### config.mk
export PLATFORM = sky130hd
export DESIGN_NAME = hiscore_ram_arbiter
export DESIGN_NICKNAME = d
export VERILOG_FILES = /design/src/rtl/hiscore_ram_arbiter.sv
export SDC_FILE = /design/constraint.sdc
export NUM_CORES = 1
export LEC_CHECK = 0
export ABC_AREA = 0
export CORE_ASPECT_RATIO = 0.7
export CORE_MARGIN = 2
export CORE_UTILIZATION = 35
export CTS_CLUSTER_SIZE = 20
export DETAILED_ROUTE_END_ITERATION = 8
export PLACE_DENSITY_LB_ADDON = 0.15
export SETUP_SLACK_MARGIN = 0.15
export SLEW_MARGIN = 20
export SYNTH_ARGS = -nofsm -noshare
export SYNTH_HDL_FRONTEND = slang
export SYNTH_SLANG_ARGS = --single-unit
### constraint.sdc
create_clock -name clk -period 4.1 [get_ports clk]
set_clock_uncertainty 0.15 [all_clocks]
set_input_delay 1.025 -clock clk [delete_from_list [all_inputs] [get_ports clk]]
set_output_delay 1.025 -clock clk [all_outputs]
set_load 0.05 [all_outputs]
### src/rtl/hiscore_ram_arbiter.sv
// Hands the single-port game RAM from the CPU to the hiscore engine: halt the CPU, let the bus settle, grant, then release.
// Optional build macro HISCORE_ARB_VBLANK_GATE_EN adds a vblank input that gates the start of a halt to a vblank rising edge.
module hiscore_ram_arbiter #(
    parameter int          ADDRESSWIDTH  = 10,
    parameter int          SETTLE_CYCLES = 4,
    parameter logic [15:0] HALT_TIMEOUT  = 16'hFFFF
) (
    input  logic                    clk,
    input  logic                    reset_n,
`ifdef HISCORE_ARB_VBLANK_GATE_EN
    input  logic                    vblank,
`endif
    input  logic                    hs_pause,
    input  logic [ADDRESSWIDTH-1:0] hs_address,
    input  logic [7:0]              hs_data,
    input  logic                    hs_write,
    output logic [7:0]              hs_din,
    output logic                    hs_grant,
    input  logic [ADDRESSWIDTH-1:0] cpu_address,
    input  logic [7:0]              cpu_data,
    input  logic                    cpu_write,
    output logic                    cpu_halt,
    input  logic                    cpu_idle,
    output logic [ADDRESSWIDTH-1:0] ram_address,
    output logic [7:0]              ram_data,
    output logic                    ram_write,
    input  logic [7:0]              ram_q,
    output logic                    forced_grant,
    output logic                    write_dropped
);

    localparam logic [2:0] ST_IDLE     = 3'd0;
    localparam logic [2:0] ST_HALT_REQ = 3'd1;
    localparam logic [2:0] ST_SETTLE   = 3'd2;
    localparam logic [2:0] ST_GRANT    = 3'd3;
    localparam logic [2:0] ST_RELEASE  = 3'd4;
    localparam logic [7:0] SETTLE_LOAD = 8'(SETTLE_CYCLES);

    logic [2:0]              state_r;
    logic [2:0]              state_next_s;
    logic [15:0]             timer_r;
    logic [15:0]             timer_next_s;
    logic [7:0]              settle_r;
    logic [7:0]              settle_next_s;
    logic                    force_set_s;
    logic                    start_req_s;
    logic                    grant_sel_s;
    logic                    cpu_halt_r;
    logic                    hs_grant_r;
    logic [ADDRESSWIDTH-1:0] ram_address_r;
    logic [7:0]              ram_data_r;
    logic                    ram_write_r;
    logic [7:0]              hs_din_r;
    logic                    forced_grant_r;
    logic                    write_dropped_r;

`ifdef HISCORE_ARB_VBLANK_GATE_EN
    logic vblank_q_r;

    // Delayed vblank for rising-edge detection.
    always_ff @(posedge clk or negedge reset_n) begin
        if (!reset_n) begin
            vblank_q_r <= 1'b0;
        end else begin
            vblank_q_r <= vblank;
        end
    end

    assign start_req_s = hs_pause & vblank & ~vblank_q_r;
`else
    assign start_req_s = hs_pause;
`endif

    // Next-state, timer and settle-counter logic; a dropped request always wins.
    always_comb begin
        state_next_s  = state_r;
        timer_next_s  = timer_r;
        settle_next_s = settle_r;
        force_set_s   = 1'b0;
        case (state_r)
            ST_IDLE: begin
                if (start_req_s) begin
                    state_next_s = ST_HALT_REQ;
                    timer_next_s = HALT_TIMEOUT;
                end else begin
                    state_next_s = ST_IDLE;
                end
            end
            ST_HALT_REQ: begin
                if (!hs_pause) begin
                    state_next_s = ST_RELEASE;
                end else if (cpu_idle) begin
                    state_next_s  = ST_SETTLE;
                    settle_next_s = SETTLE_LOAD;
                end else if (timer_r <= 16'd1) begin
                    // Timer reaches zero on this decrement: grant anyway.
                    timer_next_s  = 16'd0;
                    force_set_s   = 1'b1;
                    state_next_s  = ST_SETTLE;
                    settle_next_s = SETTLE_LOAD;
                end else begin
                    timer_next_s = timer_r - 16'd1;
                end
            end
            ST_SETTLE: begin
                if (!hs_pause) begin
                    state_next_s = ST_RELEASE;
                end else if (settle_r == 8'd0) begin
                    state_next_s = ST_GRANT;
                end else begin
                    settle_next_s = settle_r - 8'd1;
                end
            end
            ST_GRANT: begin
                if (!hs_pause) begin
                    state_next_s = ST_RELEASE;
                end else begin
                    state_next_s = ST_GRANT;
                end
            end
            ST_RELEASE: begin
                state_next_s = ST_IDLE;
            end
            default: begin
                state_next_s = ST_IDLE;
            end
        endcase
    end

    // Mux select follows the next state so entry routes hs_* and exit routes cpu_*.
    assign grant_sel_s = (state_next_s == ST_GRANT);

    // State, registered handshake outputs, RAM mux, read capture and sticky flags.
    always_ff @(posedge clk or negedge reset_n) begin
        if (!reset_n) begin
            state_r         <= ST_IDLE;
            timer_r         <= 16'd0;
            settle_r        <= 8'd0;
            cpu_halt_r      <= 1'b0;
            hs_grant_r      <= 1'b0;
            ram_address_r   <= '0;
            ram_data_r      <= 8'd0;
            ram_write_r     <= 1'b0;
            hs_din_r        <= 8'd0;
            forced_grant_r  <= 1'b0;
            write_dropped_r <= 1'b0;
        end else begin
            state_r         <= state_next_s;
            timer_r         <= timer_next_s;
            settle_r        <= settle_next_s;
            cpu_halt_r      <= (state_next_s != ST_IDLE);
            hs_grant_r      <= grant_sel_s;
            ram_address_r   <= grant_sel_s ? hs_address : cpu_address;
            ram_data_r      <= grant_sel_s ? hs_data : cpu_data;
            ram_write_r     <= grant_sel_s ? hs_write : cpu_write;
            if (hs_grant_r) begin
                hs_din_r <= ram_q;
            end
            forced_grant_r  <= forced_grant_r | force_set_s;
            write_dropped_r <= write_dropped_r | (hs_write & ~grant_sel_s);
        end
    end

    assign cpu_halt      = cpu_halt_r;
    assign hs_grant      = hs_grant_r;
    assign ram_address   = ram_address_r;
    assign ram_data      = ram_data_r;
    assign ram_write     = ram_write_r;
    assign hs_din        = hs_din_r;
    assign forced_grant  = forced_grant_r;
    assign write_dropped = write_dropped_r;

endmodule
==> impl_metrics.py, run 1 <==
metrics = {
    "floorplan": {
        "die_area_um2": 8460,
        "coreArea_um2": 7380,
        "die_x_um": 109,
        "boundaryPins": 81,
        "start_util_pct": 36.6,
        "rows": 26,
        "die-height_um": 77.5,
    },
    "yosys": {
        "synth_simple_gate_area_share_pct": 16.1,
        "synthAdderAreaFrac_pct": 1.85,
        "synthCells": 258,
        "syn-cell-area_um2": 2700,
        "syn_avg_cell_area_um2": 10.5,
        "syn-num-nets": 312,
        "synth_xor_area_share_pct": 0.972,
        "synth_top_family_by_area": "simple AND/OR/NAND/NOR gates",
        "synthMuxAreaShare_pct": 11.2,
        "synth.distinct_cells": 34,
        "synth-compound-area-share_pct": 13.3,
        "ys_seq_elements": 58,
        "ys_warn_count": 0,
        "yosysSeqAreaShare_pct": 53.7,
    },
    "timing": {
        "hold_violations": 0,
        "worst_pin_slew_ps": 812,
        "drv_slew": 0,
        "period_share_pct": 72.2,
        "worst_slack_ps": 1140,
        "relSlewSlack_pct": 45.9,
        "clock.fmax_mhz": 338,
        "period_minus_slack_ps": 2960,
        "hold_ws_ps": 307,
        "rsz0062_at_grt": "no",
        "setup_viol": 0,
        "setup_tns_ps": 0,
    },
    "hold_path": {
        "min_from": "forced_grant",
        "hold_depth": 1,
        "hp-class": "reg2reg",
        "min_to": "forced_grant",
    },
    "placement": {
        "io_buffer_count": 80,
        "dp_slack_ps": 1070,
        "dpl.hpwl_mm": 4.61,
        "gp_congestion": 0.810,
    },
    "setup_path": {
        "cp_cell_sequence": "clkdlybuf4s50_1",
        "worstSetupStartpointType": "register",
        "r2r-start": "timer_r[8]",
        "crit_fanout": 9,
        "critPathMaxStageDelay_ps": 880,
        "rr_endpoint": "settle_r[3]",
        "worstPathArrival_ps": 1780,
        "crit_buf_inv": 1,
        "slowest_stage": "clkdlybuf4s50_1",
        "r2r_slack_ps": 1370,
        "critPathTopFamily": "buffers and inverters",
        "worstSetupPathType": "reg2out",
        "required_ps": 2920,
        "crit_path_end_kind": "primary output",
        "reg2reg_depth": 6,
    },
    "global_routing": {
        "grt_max_degree": 37,
        "grt_antenna_before_repair": 0,
        "grt_pass1_vias": 2200,
        "grt_usage_pct": 16.5,
        "grt_pass1_wl_mm": 10.6,
        "gr-total-overflow": 0,
    },
    "route": {
        "avgRoutedWirePerCell_um": 14.1,
        "ant_nets": 0,
        "vias_per_cell": 5.01,
        "routed_wirelength_mm": 6.33,
        "drt_pass1_iterations": 6,
        "drt_iter0_drc": 78,
        "vias": 2248,
        "drc_errors": 0,
    },
    "clock_network": {
        "ctsResizeCount": 0,
        "ctsHoldBuffers": 0,
        "cts_tree": "yes",
        "ctsRootBufferMaster": "clkbuf_8",
        "clkTransAtPathRegs_ps": 70,
        "clock_sinks": 58,
        "cts-htree-levels": 3,
        "cts_setup_buffers": 0,
        "cts_buffers": 9,
        "clk_latency_ps": 330,
        "clock_path_buffers": 2,
    },
    "finish": {
        "multi_input_area_um2": 1180,
        "nNetsFinal": 400,
        "num_antenna_cells": 0,
        "fin_util_pct": 51.7,
        "final_common_cell": "clkdlybuf4s50_1",
        "drive_gt1_share_pct": 16.0,
        "regArea_um2": 1450,
        "fill_cells": 696,
        "syn_to_final_growth_pct": 41.3,
        "layout_common_cells": "clkdlybuf4s50_1, dfrtp_1, a21oi_1",
    },
    "power_and_ir_drop": {
        "power.total_mw": 1.83,
        "total_leakage_power_nw": 1.54,
        "ir_worst_vdd_v": 0.000194,
        "p_per_area_nw_per_um2": 478,
    },
    "status": {
        "status": "complete, no violations",
    },
    "run": {
        "cap_violations": 0,
    },
}
==> how the worst max path moves through the flow <==
stage                        start              to  slack (ps)  cells after the start
after global routing      hs_grant        hs_grant        1060                      1
after global placement    hs_pause  ram_address[6]        1100                      5
after CTS                 hs_grant        hs_grant        1100                      1
final                     hs_grant        hs_grant        1140                      1
after floorplan           hs_pause     timer_r[15]        1570                      6
after detailed placement  hs_pause  ram_address[0]        1070                      5
==> logic make-up (layout without fill, tap and decap cells) <==
group / after synthesis / after routing
multiplexers: 27 / 27
XOR/XNOR: 3 / 3
adder cells (fa/ha/maj): 4 / 4
AO/OA/AOI/OAI: 60 / 60
AND/OR/NAND/NOR: 87 / 87
buffers and inverters: 19 / 112
flip-flops: 58 / 58
==> cell usage after synthesis <==
master / n / area [um2]
o211ai_2: 1 / 12.5
buf_2: 4 / 20.0
o2111ai_1: 2 / 17.5
or2_2: 2 / 12.5
or4_1: 4 / 30.0
o211ai_1: 2 / 15.0
o21a_1: 2 / 15.0
xor2_1: 3 / 26.3
a2bb2oi_1: 1 / 8.76
nor3_1: 8 / 40.0
a21oi_1: 29 / 145
nor3b_4: 1 / 18.8
nand2_1: 22 / 82.6
or3_1: 3 / 18.8
o22ai_1: 2 / 12.5
nor4b_2: 1 / 15.0
nor2_1: 27 / 101
mux2_2: 27 / 304
nor4_1: 3 / 18.8
nand2b_1: 7 / 43.8
a211oi_1: 2 / 15.0
nand4_1: 1 / 6.26
nor3b_1: 1 / 7.51
o31ai_1: 1 / 7.51
a21o_1: 5 / 37.5
nor3_2: 1 / 10.0
inv_1: 10 / 37.5
o21ai_0: 10 / 50.1
o21ai_2: 1 / 8.76
nand3_1: 6 / 30.0
clkbuf_1: 5 / 18.8
dfrtp_1: 58 / 1450
o21bai_1: 2 / 15.0
ha_1: 4 / 50.1
==> metrics by stage <==
stage               cells  area [um2]
CTS                   449        3820
global placement      433        3630
detailed placement    433        3630
finish                449        3820
global route          449        3820
floorplan             258        2700
==> layout make-up <==
cell class	instances	area share, %
Sequential cell	58	38.0
Clock buffer	10	3.34
Timing Repair Buffer	86	22.0
Inverter	10	0.983
Multi-Input combinational cell	181	31.0
Tap cell	98	3.21
Clock inverter	6	1.51
==> layer usage <==
layer	track usage (%)	wire, um	share of wire (%)
met1	21.3	2920	46
met4	6.92	115	1.8
met2	25.1	2860	45
met3	5.88	437	6.9
met5	0	0	0
==> where the power goes <==
group / switching (mW) / internal, mW / leakage, nW
Clock: 0.229 / 0.276 / 0.0958
Combinational: 0.353 / 0.240 / 0.793
Sequential: 0.0636 / 0.664 / 0.652
Total: 0.646 / 1.18 / 1.54
==> state kept, by name (all words and copies together), names as in the netlist <==
register and cells:
forced_grant 1, timer_r 16, cpu_halt 1, write_dropped 1, state_r 3, ram_write 1, hs_din 8, ram_address 10
settle_r 8, ram_data 8, hs_grant 1
==> worst reg2reg max path: stages, from the launching register on <==
cell     delay [ps]
dfrtp_1         420
or3_1           390
or4_1           570
or2_2           480
a21oi_1         380
or4_1           170
nand2_1          50
Note: power is estimated with default switching activity, not from simulation.
==> run 2, diff against run 1 <==
==> constraint.sdc (replaced) <==
create_clock -name clk -period 2.6 [get_ports clk]
set_clock_uncertainty 0.15 [all_clocks]
set_input_delay 0.65 -clock clk [delete_from_list [all_inputs] [get_ports clk]]
set_output_delay 0.65 -clock clk [all_outputs]
set_load 0.05 [all_outputs]
==> run 2 against run 1 <==
Die area unchanged. First-iteration DRC count up 17%. Global-route usage up 0.48 points. Combinational power up 68%. Critical endpoint is now settle_r[3]. Largest cell class unchanged. Highest routed layer unchanged.
==> impl_metrics.py, run 2 (same netlist as run 1, synthesis figures left out) <==
metrics = {
    "global_routing": {
        "grt_max_degree": 59,
        "gr-total-overflow": 0,
        "grt_usage_pct": 17.0,
        "grt_pass1_vias": 2196,
        "grt_pass1_wl_mm": 10.8,
        "grt_antenna_before_repair": 0,
    },
    "timing": {
        "worst_pin_slew_ps": 593,
        "relSlewSlack_pct": 60.4,
        "clock.fmax_mhz": 405,
        "period_share_pct": 95.0,
        "setup_viol": 0,
        "rsz0062_at_grt": "yes",
        "hold_ws_ps": 141,
        "hold_violations": 0,
        "drv_slew": 0,
        "setup_tns_ps": 0,
        "period_minus_slack_ps": 2470,
    },
    "setup_path": {
        "worstSetupPathType": "reg2reg",
        "r2r_slack_ps": 130,
        "worstSetupStartpointType": "register",
        "cp_cell_sequence": "or3_4 > or4_4 > nor3b_4 > o211ai_2 > or4_1 > nand2_1",
        "required_ps": 2740,
        "rr_endpoint": "settle_r[3]",
        "slowest_stage": "or4_4",
        "r2r-start": "timer_r[8]",
        "crit_path_end_kind": "register",
        "critPathMaxStageDelay_ps": 470,
        "crit_fanout": 5,
        "reg2reg_depth": 6,
        "crit_buf_inv": 0,
        "worstPathArrival_ps": 2610,
        "path_depth": 6,
        "critPathTopFamily": "simple AND/OR/NAND/NOR gates",
    },
    "route": {
        "vias": 2259,
        "vias_per_cell": 4.91,
        "drc_errors": 0,
        "routed_wirelength_mm": 6.65,
        "avgRoutedWirePerCell_um": 14.5,
        "drt_pass1_iterations": 4,
        "drt_iter0_drc": 91,
        "ant_nets": 0,
    },
    "floorplan": {
        "die_x_um": 109,
        "boundaryPins": 81,
        "rows": 26,
        "die-height_um": 77.5,
        "start_util_pct": 36.6,
        "coreArea_um2": 7380,
        "die_area_um2": 8460,
    },
    "power_and_ir_drop": {
        "pwr-share-seq_pct": 38.2,
        "p_per_area_nw_per_um2": 754,
        "power.total_mw": 3.00,
        "p_int_mw": 1.95,
        "power_frac_comb_pct": 33.2,
        "p_sw_share_pct": 35.1,
        "ir_worst_vdd_v": 0.000443,
        "total_leakage_power_nw": 1.62,
        "pwr-share-clk_pct": 28.6,
        "p_sw_mw": 1.05,
    },
    "placement": {
        "dpl.hpwl_mm": 4.64,
        "gp_congestion": 0.787,
        "io_buffer_count": 80,
    },
    "finish": {
        "layout_common_cells": "clkdlybuf4s50_1, dfrtp_1, a21oi_1",
        "final_common_cell": "clkdlybuf4s50_1",
        "syn_to_final_growth_pct": 47.2,
        "largest_reg_flops": 16,
        "nNetsFinal": 411,
        "num_antenna_cells": 0,
        "drive_gt1_share_pct": 20.2,
        "regMostFlops": "timer_r",
    },
    "clock_network": {
        "ctsRootBufferMaster": "clkbuf_8",
        "clkTransAtPathRegs_ps": 70,
        "cts_tree": "yes",
        "clk_latency_ps": 350,
        "cts-htree-levels": 3,
        "cts_buffers": 9,
        "clock_sinks": 58,
        "clock_path_buffers": 2,
    },
    "run": {
        "cap_violations": 0,
    },
    "hold_path": {
        "hp-class": "in2async",
    },
    "status": {
        "status": "complete, no violations",
    },
}
## run 2: cell count changes in the layout (fill, tap and decap cells not counted), moves of 2 or more
cell      delta
buf_12       +2
or4_1        -2
buf_4        +9
or4_4        +2
clkbuf_8     +2
## run 2: layer usage
layer	part of all wire [%]	vias to the layer above	GRT usage (%)
li1	-	1111	-
met1	45	1080	22.2
met2	46	61	24.5
met3	8.4	7	8.99
met4	0.89	0	4.62
met5	0	-	0
## run 2: power groups by stage
| stage | sequential [mW] | combinational [mW] | clock (mW) |
|---|---|---|---|
| after floorplan | 1.46 | 0.281 | 0 |
| after global placement | 1.15 | 0.971 | 0 |
| after detailed placement | 1.15 | 0.978 | 0 |
| after CTS | 1.14 | 0.998 | 0.887 |
| after global routing | 1.17 | 1.07 | 0.931 |
| final | 1.15 | 0.995 | 0.858 |
## run 2: cell type report
type	count	area (um2)
Multi-Input combinational cell	181	1220
Tap cell	98	123
Timing Repair Buffer	97	948
Inverter	10	37.5
Clock buffer	11	151
Fill cell	692	3400
Clock inverter	5	52.6
Sequential cell	58	1450
## run 2: worst max-delay path by stage
| stage | to | slack [ps] | from |
|---|---|---|---|
| 2_1_floorplan | ram_address[0] | 240 | settle_r[3] |
| 3_3_place_gp | settle_r[6] | 60 | timer_r[8] |
| 3_5_place_dp | settle_r[3] | 50 | timer_r[8] |
| 4_1_cts | settle_r[3] | 140 | timer_r[8] |
| 5_1_grt | settle_r[6] | 40 | timer_r[8] |
| 6_report | settle_r[3] | 130 | timer_r[8] |
## run 2: through the flow
| stage | utilization [%] | area, um2 | worst slack (ps) | cells |
|---|---|---|---|---|
| floorplan | - | 2700 | 239 | 258 |
| global placement | 50.5 | 3730 | 62.7 | 442 |
| detailed placement | 50.5 | 3730 | 46.2 | 442 |
| CTS | 53.5 | 3950 | 140 | 459 |
| global route | 53.9 | 3980 | 41.4 | 460 |
| finish | 53.9 | 3980 | 130 | 460 |
## run 2: repair_timing
action	CTS	global route
gates resized for setup	2	4
pin swaps	1	1
hold buffers	0	0
buffers inserted	1	1
hold endpoints to repair	0	0
gates cloned	0	0
endpoints found under the setup margin	25	26
